$ cat src/rtl/jt12_snd_fifo.sv
// Sound output FIFO: captures the stereo accumulator at frame boundaries,
// scales/saturates each channel and buffers pairs behind a valid/ready port.
module jt12_snd_fifo #(
  parameter int ACC_WIDTH  = 12,
  parameter int OUT_WIDTH  = 16,
  parameter int GAIN_SH    = 2,
  parameter int DEPTH_LOG2 = 2
) (
  input  logic                        rst,
  input  logic                        clk,
  input  logic                        clk_en,
  input  logic                        zero,
  input  logic signed [ACC_WIDTH-1:0] left,
  input  logic signed [ACC_WIDTH-1:0] right,
  input  logic                        snd_ready,
  output logic                        snd_valid,
  output logic signed [OUT_WIDTH-1:0] snd_left,
  output logic signed [OUT_WIDTH-1:0] snd_right,
  input  logic                        clr_ovf,
  output logic                        overflow,
  output logic [7:0]                  drop_cnt,
  output logic [DEPTH_LOG2:0]         level
);

  localparam int DEPTH = 1 << DEPTH_LOG2;
  localparam int EXT_W = ACC_WIDTH + GAIN_SH;
  // One guard bit above the wider of the shifted input and the output so the
  // shifted sample never wraps before it is compared against the limits.
  localparam int CMP_W = ((EXT_W > OUT_WIDTH) ? EXT_W : OUT_WIDTH) + 1;

  localparam logic signed [CMP_W-1:0] SAT_MAX =
    {{(CMP_W-OUT_WIDTH+1){1'b0}}, {(OUT_WIDTH-1){1'b1}}};
  localparam logic signed [CMP_W-1:0] SAT_MIN = ~SAT_MAX;
  localparam logic [DEPTH_LOG2:0] FULL_LEVEL = (DEPTH_LOG2+1)'(DEPTH);

  function automatic logic signed [OUT_WIDTH-1:0] scale_sat(
    input logic signed [ACC_WIDTH-1:0] x
  );
    logic signed [CMP_W-1:0] wide;
    logic signed [OUT_WIDTH-1:0] res;
    wide = {{(CMP_W-ACC_WIDTH){x[ACC_WIDTH-1]}}, x};
    wide = wide <<< GAIN_SH;
    if (wide > SAT_MAX)
      res = SAT_MAX[OUT_WIDTH-1:0];
    else if (wide < SAT_MIN)
      res = SAT_MIN[OUT_WIDTH-1:0];
    else
      res = wide[OUT_WIDTH-1:0];
    return res;
  endfunction

  logic                        zero_d;
  logic                        cap;
  logic                        rd_en;
  logic                        wr_en;
  logic                        drop;
  logic [DEPTH_LOG2-1:0]       wr_ptr;
  logic [DEPTH_LOG2-1:0]       rd_ptr;
  logic signed [OUT_WIDTH-1:0] scaled_l;
  logic signed [OUT_WIDTH-1:0] scaled_r;
  logic signed [OUT_WIDTH-1:0] mem_l [DEPTH];
  logic signed [OUT_WIDTH-1:0] mem_r [DEPTH];
  logic signed [OUT_WIDTH-1:0] last_l;
  logic signed [OUT_WIDTH-1:0] last_r;

  // The accumulator holds the finished frame on the clk_en cycle after zero.
  always_ff @(posedge clk or posedge rst) begin
    if (rst)
      zero_d <= 1'b0;
    else if (clk_en)
      zero_d <= zero;
  end

  assign cap      = clk_en & zero_d;
  assign snd_valid = (level != '0);
  assign rd_en    = snd_valid & snd_ready;
  assign wr_en    = cap & ((level != FULL_LEVEL) | rd_en);
  assign drop     = cap & ~wr_en;
  assign scaled_l = scale_sat(left);
  assign scaled_r = scale_sat(right);

  always_ff @(posedge clk or posedge rst) begin
    if (rst) begin
      for (int i = 0; i < DEPTH; i++) begin
        mem_l[i] <= '0;
        mem_r[i] <= '0;
      end
    end else if (wr_en) begin
      mem_l[wr_ptr] <= scaled_l;
      mem_r[wr_ptr] <= scaled_r;
    end
  end

  always_ff @(posedge clk or posedge rst) begin
    if (rst) begin
      wr_ptr <= '0;
      rd_ptr <= '0;
      level  <= '0;
    end else begin
      if (wr_en)
        wr_ptr <= wr_ptr + 1'b1;
      if (rd_en)
        rd_ptr <= rd_ptr + 1'b1;
      case ({wr_en, rd_en})
        2'b10:   level <= level + 1'b1;
        2'b01:   level <= level - 1'b1;
        default: level <= level;
      endcase
    end
  end

  // Once the FIFO runs dry the port keeps showing the most recently popped pair.
  always_ff @(posedge clk or posedge rst) begin
    if (rst) begin
      last_l <= '0;
      last_r <= '0;
    end else if (rd_en) begin
      last_l <= mem_l[rd_ptr];
      last_r <= mem_r[rd_ptr];
    end
  end

  assign snd_left  = snd_valid ? mem_l[rd_ptr] : last_l;
  assign snd_right = snd_valid ? mem_r[rd_ptr] : last_r;

  // A drop in the same cycle as a clear restarts the count at one.
  always_ff @(posedge clk or posedge rst) begin
    if (rst) begin
      overflow <= 1'b0;
      drop_cnt <= '0;
    end else if (drop) begin
      overflow <= 1'b1;
      if (clr_ovf)
        drop_cnt <= 8'd1;
      else if (drop_cnt != 8'hFF)
        drop_cnt <= drop_cnt + 8'd1;
    end else if (clr_ovf) begin
      overflow <= 1'b0;
      drop_cnt <= '0;
    end
  end

endmodule

$ cat config.mk
export PLATFORM = sky130hd
export DESIGN_NAME = jt12_snd_fifo
export DESIGN_NICKNAME = d
export VERILOG_FILES = /design/src/rtl/jt12_snd_fifo.sv
export SDC_FILE = /design/constraint.sdc
export NUM_CORES = 1
export LEC_CHECK = 0
export BUFFER_PORTS_ARGS = -buffer_cell sky130_fd_sc_hd__buf_4
export CAP_MARGIN = 10
export CORE_MARGIN = 2
export CORE_UTILIZATION = 59
export CTS_CLUSTER_SIZE = 12
export DETAILED_ROUTE_END_ITERATION = 8
export HOLD_SLACK_MARGIN = 0.1
export PLACE_DENSITY = 0.76
export SYNTH_ARGS = -nofsm -noshare
export SYNTH_HDL_FRONTEND = slang
export SYNTH_SLANG_ARGS = --single-unit
$ cat constraint.sdc
create_clock -name clk -period 5.2 [get_ports clk]
set_clock_uncertainty 0.2 [all_clocks]
set_input_delay 1.04 -clock clk [delete_from_list [all_inputs] [get_ports clk]]
set_output_delay 1.04 -clock clk [all_outputs]
set_load 0.02 [all_outputs]
Word level (Yosys, flattened, before mapping)
Index checks and enable logic that the tools add are counted.
Widths: inputs -> output; s select.
{"block": "classes", "n_reduce_logical": 6, "n_lt_le_gt_ge": 7, "addsub": 5, "n_bitwise": 8, "n_eq_ne": 4, "muxes": 23}
{"cell": "$mux 16", "count": 11}
{"cell": "$bwmux 64", "count": 2}
{"cell": "$bmux 16 s2", "count": 2}
{"cell": "$demux 16 s2", "count": 1}
{"cell": "$gt 14x16->1 const B", "count": 2}
{"cell": "$lt 14x16->1 const B", "count": 2}
{"cell": "$mux 8", "count": 4}
{"cell": "$add 8x1->8 const B", "count": 1}
{"cell": "$ne 8x8->1 const B", "count": 1}
{"cell": "$ge 3x3->1 const B", "count": 2}
{"cell": "$not 2->3", "count": 2}
{"cell": "$pmux 3 s2", "count": 1}
{"cell": "$reduce_bool 2->1", "count": 3}
{"cell": "$add 2x1->2 const B", "count": 2}
{"cell": "$and 1x1->1", "count": 4}
{"cell": "$add 3x1->3 const B", "count": 1}
{"cell": "$lt 3x1->1 const B", "count": 1}
{"cell": "$ne 3x3->1 const B", "count": 1}
{"cell": "$reduce_bool 3->1", "count": 1}
{"cell": "$sub 3x1->3 const B", "count": 1}
{"cell": "$eq 2x1->1 const B", "count": 1}
{"cell": "$eq 2x2->1 const B", "count": 1}
{"cell": "$mux 1", "count": 2}
{"cell": "$reduce_and 2->1", "count": 1}
{"cell": "other kinds (3)", "count": 3}
{"block": "totals", "word_cells": 69, "regBits": 177}

Longest topological paths before layout
{"block": "logic_depth", "depth_word": 8, "mapped_depth": 11, "mapped_depth_nobuf": 9}

Worst setup path before layout
OpenSTA, ideal clock, no wires.
{"block": "synth_timing", "kind": "reg2out", "from": "register level[0]", "to": "output snd_right[14]", "arrival_time_ps": 1912, "path_slack_ps": 2048, "required_ps": 3960, "path_buffers": 3, "path_stages_with_launch": 6, "cell_sequence": "dfrtp_1 -> or3_1 -> buf_2 -> buf_1 -> mux2_2 -> buf_4"}
{"block": "synth_between", "elab_chain_cells": 2}
{"element": "start: declaration", "line": "22", "source": "output logic [DEPTH_LOG2:0] level"}
{"element": "start signal: assignment", "line": "105", "source": "2'b10: level <= level + 1'b1;"}
{"element": "start signal: assignment", "line": "106", "source": "2'b01: level <= level - 1'b1;"}
{"element": "start signal: assignment", "line": "107", "source": "default: level <= level;"}
{"element": "$reduce_bool 3->1", "line": "75", "source": "assign snd_valid = (level != '0);"}
{"element": "via snd_valid", "line": "16", "source": "output logic snd_valid,"}
{"element": "$mux 16", "line": "124", "source": "assign snd_right = snd_valid ? mem_r[rd_ptr] : last_r;"}
{"element": "end: declaration", "line": "18", "source": "output logic signed [OUT_WIDTH-1:0] snd_right,"}
The timed path passes the listed nets, and every way through them passes these cells.

Final worst setup path
{"block": "layout_timing", "from": "register rd_ptr[0]", "to": "output snd_left[11]"}
{"block": "layout_between", "elab_chain_cells": 5}
{"element": "start: declaration", "line": "58", "source": "logic [DEPTH_LOG2-1:0] rd_ptr;"}
{"element": "start signal: assignment", "line": "103", "source": "rd_ptr <= rd_ptr + 1'b1;"}
{"element": "$not 2->3 (not written as such)", "line": "123", "source": "assign snd_left = snd_valid ? mem_l[rd_ptr] : last_l;"}
{"element": "$bmux 16 s2", "line": "123"}
{"element": "$mux 16 (not written as such) (2 in a row)", "line": "123"}
{"element": "$mux 16", "line": "123"}
{"element": "end: declaration", "line": "17", "source": "output logic signed [OUT_WIDTH-1:0] snd_left,"}
No other way between the ends. The select of a mux whose other input is x is not followed.

==> impl_summary.log <==
[metrics] run status: complete, no violations
[metrics] final hold violations: 0
[metrics] Vert. Die Dim: 112 um
[metrics] initial antenna violation count: 0
[metrics] setup tns final: 0 ps
[metrics] post-synth cell types: 42
[metrics] Core Region: 11400 um2
[metrics] met1 routed wirelength after detailed routing: 5.65 mm
[metrics] quantity of hold-fixing buffers added after cts: 0
[metrics] Setup Viol. Count Final: 0
[metrics] top metal layer carrying routed signals: met4
[metrics] Synth Flop Type: dfrtp_1
[metrics] yosys synthesis warning count: 0
[metrics] TritonCTS clock tree: built
[metrics] amount of wire on met2 after detailed routing: 6.45 mm
[metrics] clock-pin slew on the worst setup and hold paths: 50 ps
[metrics] worst endpoint required time: 3960 ps
[metrics] share of cells above drive strength 1: 0.566
[metrics] async set or reset register ratio after synthesis: 1.00
[metrics] number of nets with antenna violations after detailed routing: 0
[metrics] combinational group share of total power: 0.457
[metrics] worst setup margin: 1470 ps
[metrics] number of sinks on the clock net: 137
[metrics] HPWL after detailed placement: 7.95 mm
[metrics] H-tree Lvls: 4
[metrics] Fmax: 268 MHz
[metrics] mean cell area of the mapped netlist: 16.5 um2
[metrics] routed wl met3: 433 um
[metrics] chain of cells forming the critical path: mux4_2 -> mux2_2 -> buf_4
[metrics] max-slew headroom at the worst pin: 0.390
[metrics] Initial Utilization: 0.601
[metrics] CTS buffer count: 17
[metrics] fin crit period: 3730 ps
[metrics] net switching power: 1800 uW
[metrics] die span in x: 112 um
[metrics] Critical Path AT: 2490 ps
[metrics] number of setup buffers added after CTS: 0
[metrics] fraction of power spent switching nets: 0.324
[metrics] row count: 39
[metrics] slew at the pin closest to its max-slew limit: 915 ps
[metrics] buffers plus inverters on the worst setup path: 1
[metrics] longest individual stage delay on the worst path: 960 ps
[metrics] violation count after the first detailed-routing iteration: 182
[metrics] pin count of the biggest net entering global routing: 104
[metrics] worst-case clock buffer depth: 2
[metrics] end-of-flow core utilization: 0.685
[metrics] part of the cycle the worst path needs: 0.717
[metrics] crit start category: flop
[metrics] Clock Root Buffer: clkbuf_16
[metrics] post-synthesis instance total: 413
[metrics] cell area after synthesis: 6830 um2
[metrics] cts repair resizes: 0
[metrics] leading cell type in the layout, fill and taps excluded: dfrtp_1
[metrics] RSZ-0062 raised after global routing: false
[metrics] PnR Total Power: 5560 uW
[metrics] number of flops mapped to enable cells by yosys: 0
[metrics] number of nets at the end of the flow: 514
[metrics] total of max-cap violations: 0
[metrics] I/O pin count: 75
[metrics] vias per inst: 5.67
[metrics] latest clock arrival within the worst-skew pair: 420 ps
[metrics] All-Layer GR Usage: 0.223
[metrics] number of global-route vias before repair: 4044
[metrics] IO buf count: 70
[metrics] final routed wire length divided by cell count: 20.1 um
[metrics] number of vias in the routed layout: 3584
[metrics] Seq/Total Area, Yosys: 0.502
[metrics] sort of element at the end of the critical path: primary output
[metrics] worst-path fanout max: 26
[metrics] leakage: 0.00373 uW
[metrics] final RePlAce weighted congestion: 0.823
[metrics] number of register bits inferred by synthesis: 137
[metrics] relative contribution of sequential cells to total power: 0.347
[metrics] most frequent cells in the layout: dfrtp_1 (136), mux2_4 (87), buf_4 (73), mux2_2 (58), mux4_2 (24)
[metrics] die outline area: 12400 um2
[metrics] growth of design area from synthesis to finish: 14.0%
[metrics] number of antenna repair diodes: 0
[metrics] number of fill cells: 773
[metrics] global-route wire length before repair: 21.5 mm
[metrics] family with the most delay on the worst path: flip-flops
[metrics] kind of path behind the tightest hold check: reg2reg
[metrics] post-placement worst setup slack: 1670 ps
[metrics] Remaining DRCs: 0
[metrics] Crit Path Category: reg2out
[metrics] DR pass1 iterations: 4
[metrics] Pint: 3760 uW
[metrics] largest vdd supply drop: 499 uV
[metrics] post-detailed-routing wire length: 12.7 mm
[metrics] Final Slew Violations: 0
[metrics] total grt overflow: 0
[metrics] Cell Pwr Density: 715 nW/um2
[metrics] proportion of power drawn by the clock network: 0.196
[metrics] cell with the biggest individual delay on the critical path: dfrtp_2
-- cells by family (layout without fill, tap and decap cells) --
family | Yosys count | count (layout) | synth area share
mux | 172 | 172 | 0.371
flops | 137 | 137 | 0.502
buf+inv | 40 | 113 | 0.0519
simple gates | 37 | 37 | 0.0412
compound gates | 13 | 13 | 0.0119
fa+ha+maj | 7 | 7 | 0.0139
xor+xnor | 6 | 6 | 0.00770
other cells | 1 | 4 | 0.000549
-- routing by layer --
layer	track usage	vias to the layer above
li1	-	1622
met1	0.298	1893
met2	0.362	57
met3	0.0637	12
met4	0.0658	0
met5	0	-
-- synthesized netlist by cell type, types with 3 or more instances --
cell type | n | share of area
xor2_1 | 3 | 0.0038
mux2_2 | 58 | 0.096
nor2_1 | 5 | 0.0027
buf_1 | 3 | 0.0016
dfrtp_1 | 137 | 0.50
mux4_2 | 24 | 0.079
buf_6 | 3 | 0.0049
clkbuf_1 | 4 | 0.0022
nor3_1 | 4 | 0.0029
buf_2 | 4 | 0.0029
buf_12 | 9 | 0.026
ha_1 | 6 | 0.011
nand2_1 | 5 | 0.0027
mux2_4 | 87 | 0.19
xnor2_1 | 3 | 0.0038
inv_1 | 9 | 0.0049
nand2_8 | 4 | 0.012
buf_4 | 8 | 0.0088
a21oi_1 | 3 | 0.0022
nand3_1 | 3 | 0.0022
o21ai_0 | 5 | 0.0037
-- registers in the layout (all words and copies together) (netlist names) --
signal    cells
wr_ptr        2
mem_l        48
zero_d        1
level         3
overflow      1
last_r       12
rd_ptr        2
last_l       12
drop_cnt      8
mem_r        48
-- power by group through the flow --
stage	registers, uW	clock network (uW)	logic, uW
2_1_floorplan	1780	0	2060
3_3_place_gp	1900	0	2510
3_5_place_dp	1940	0	2560
4_1_cts	1940	1100	2570
5_1_grt	2010	1160	2710
6_report	1930	1090	2540
-- stage by stage --
stage	std cells	area, um2	hold slack [ps]
after floorplan	416	6840	274
after global placement	601	7250	282
after detailed placement	601	7250	288
after CTS	632	7780	301
after global routing	632	7780	318
final	632	7780	300
-- final cells by class --
type / count / area, um2 / area share
flip-flops and latches: 137 / 3430 / 0.441
clock inverters: 2 / 10.0 / 0.00129
inverters: 9 / 38.8 / 0.00498
repair buffers: 73 / 548 / 0.0704
clock buffers: 29 / 520 / 0.0669
multi-input cells: 239 / 3060 / 0.393
well taps: 143 / 179 / 0.0230
-- worst reg2reg max path: cells and delay by family (launching register included) --
kind	cells	cell delay, ps
adder cells (fa/ha/maj)	2	680
XOR/XNOR	2	310
flip-flops	1	430
AND/OR/NAND/NOR	3	1400
buffers and inverters	2	410
-- path summary, 6_finish.rpt --
path	start	endpoint	slack [ps]	cells past startpoint
max reg2reg	level[0]$_DFFE_PP0P_	level[2]$_DFFE_PP0P_	1690	9
min in group asynchronous	rst	last_r[6]$_DFFE_PP0P_	630	2
min	mem_r[27]$_DFFE_PP0P_	mem_r[27]$_DFFE_PP0P_	300	1
max	rd_ptr[0]$_DFFE_PP0P_	snd_left[11]	1470	3
max in group asynchronous	rst	mem_r[18]$_DFFE_PP0P_	3140	3
min reg2reg	mem_r[27]$_DFFE_PP0P_	mem_r[27]$_DFFE_PP0P_	300	1
No activity file was read; power rests on OpenSTA's default activity.
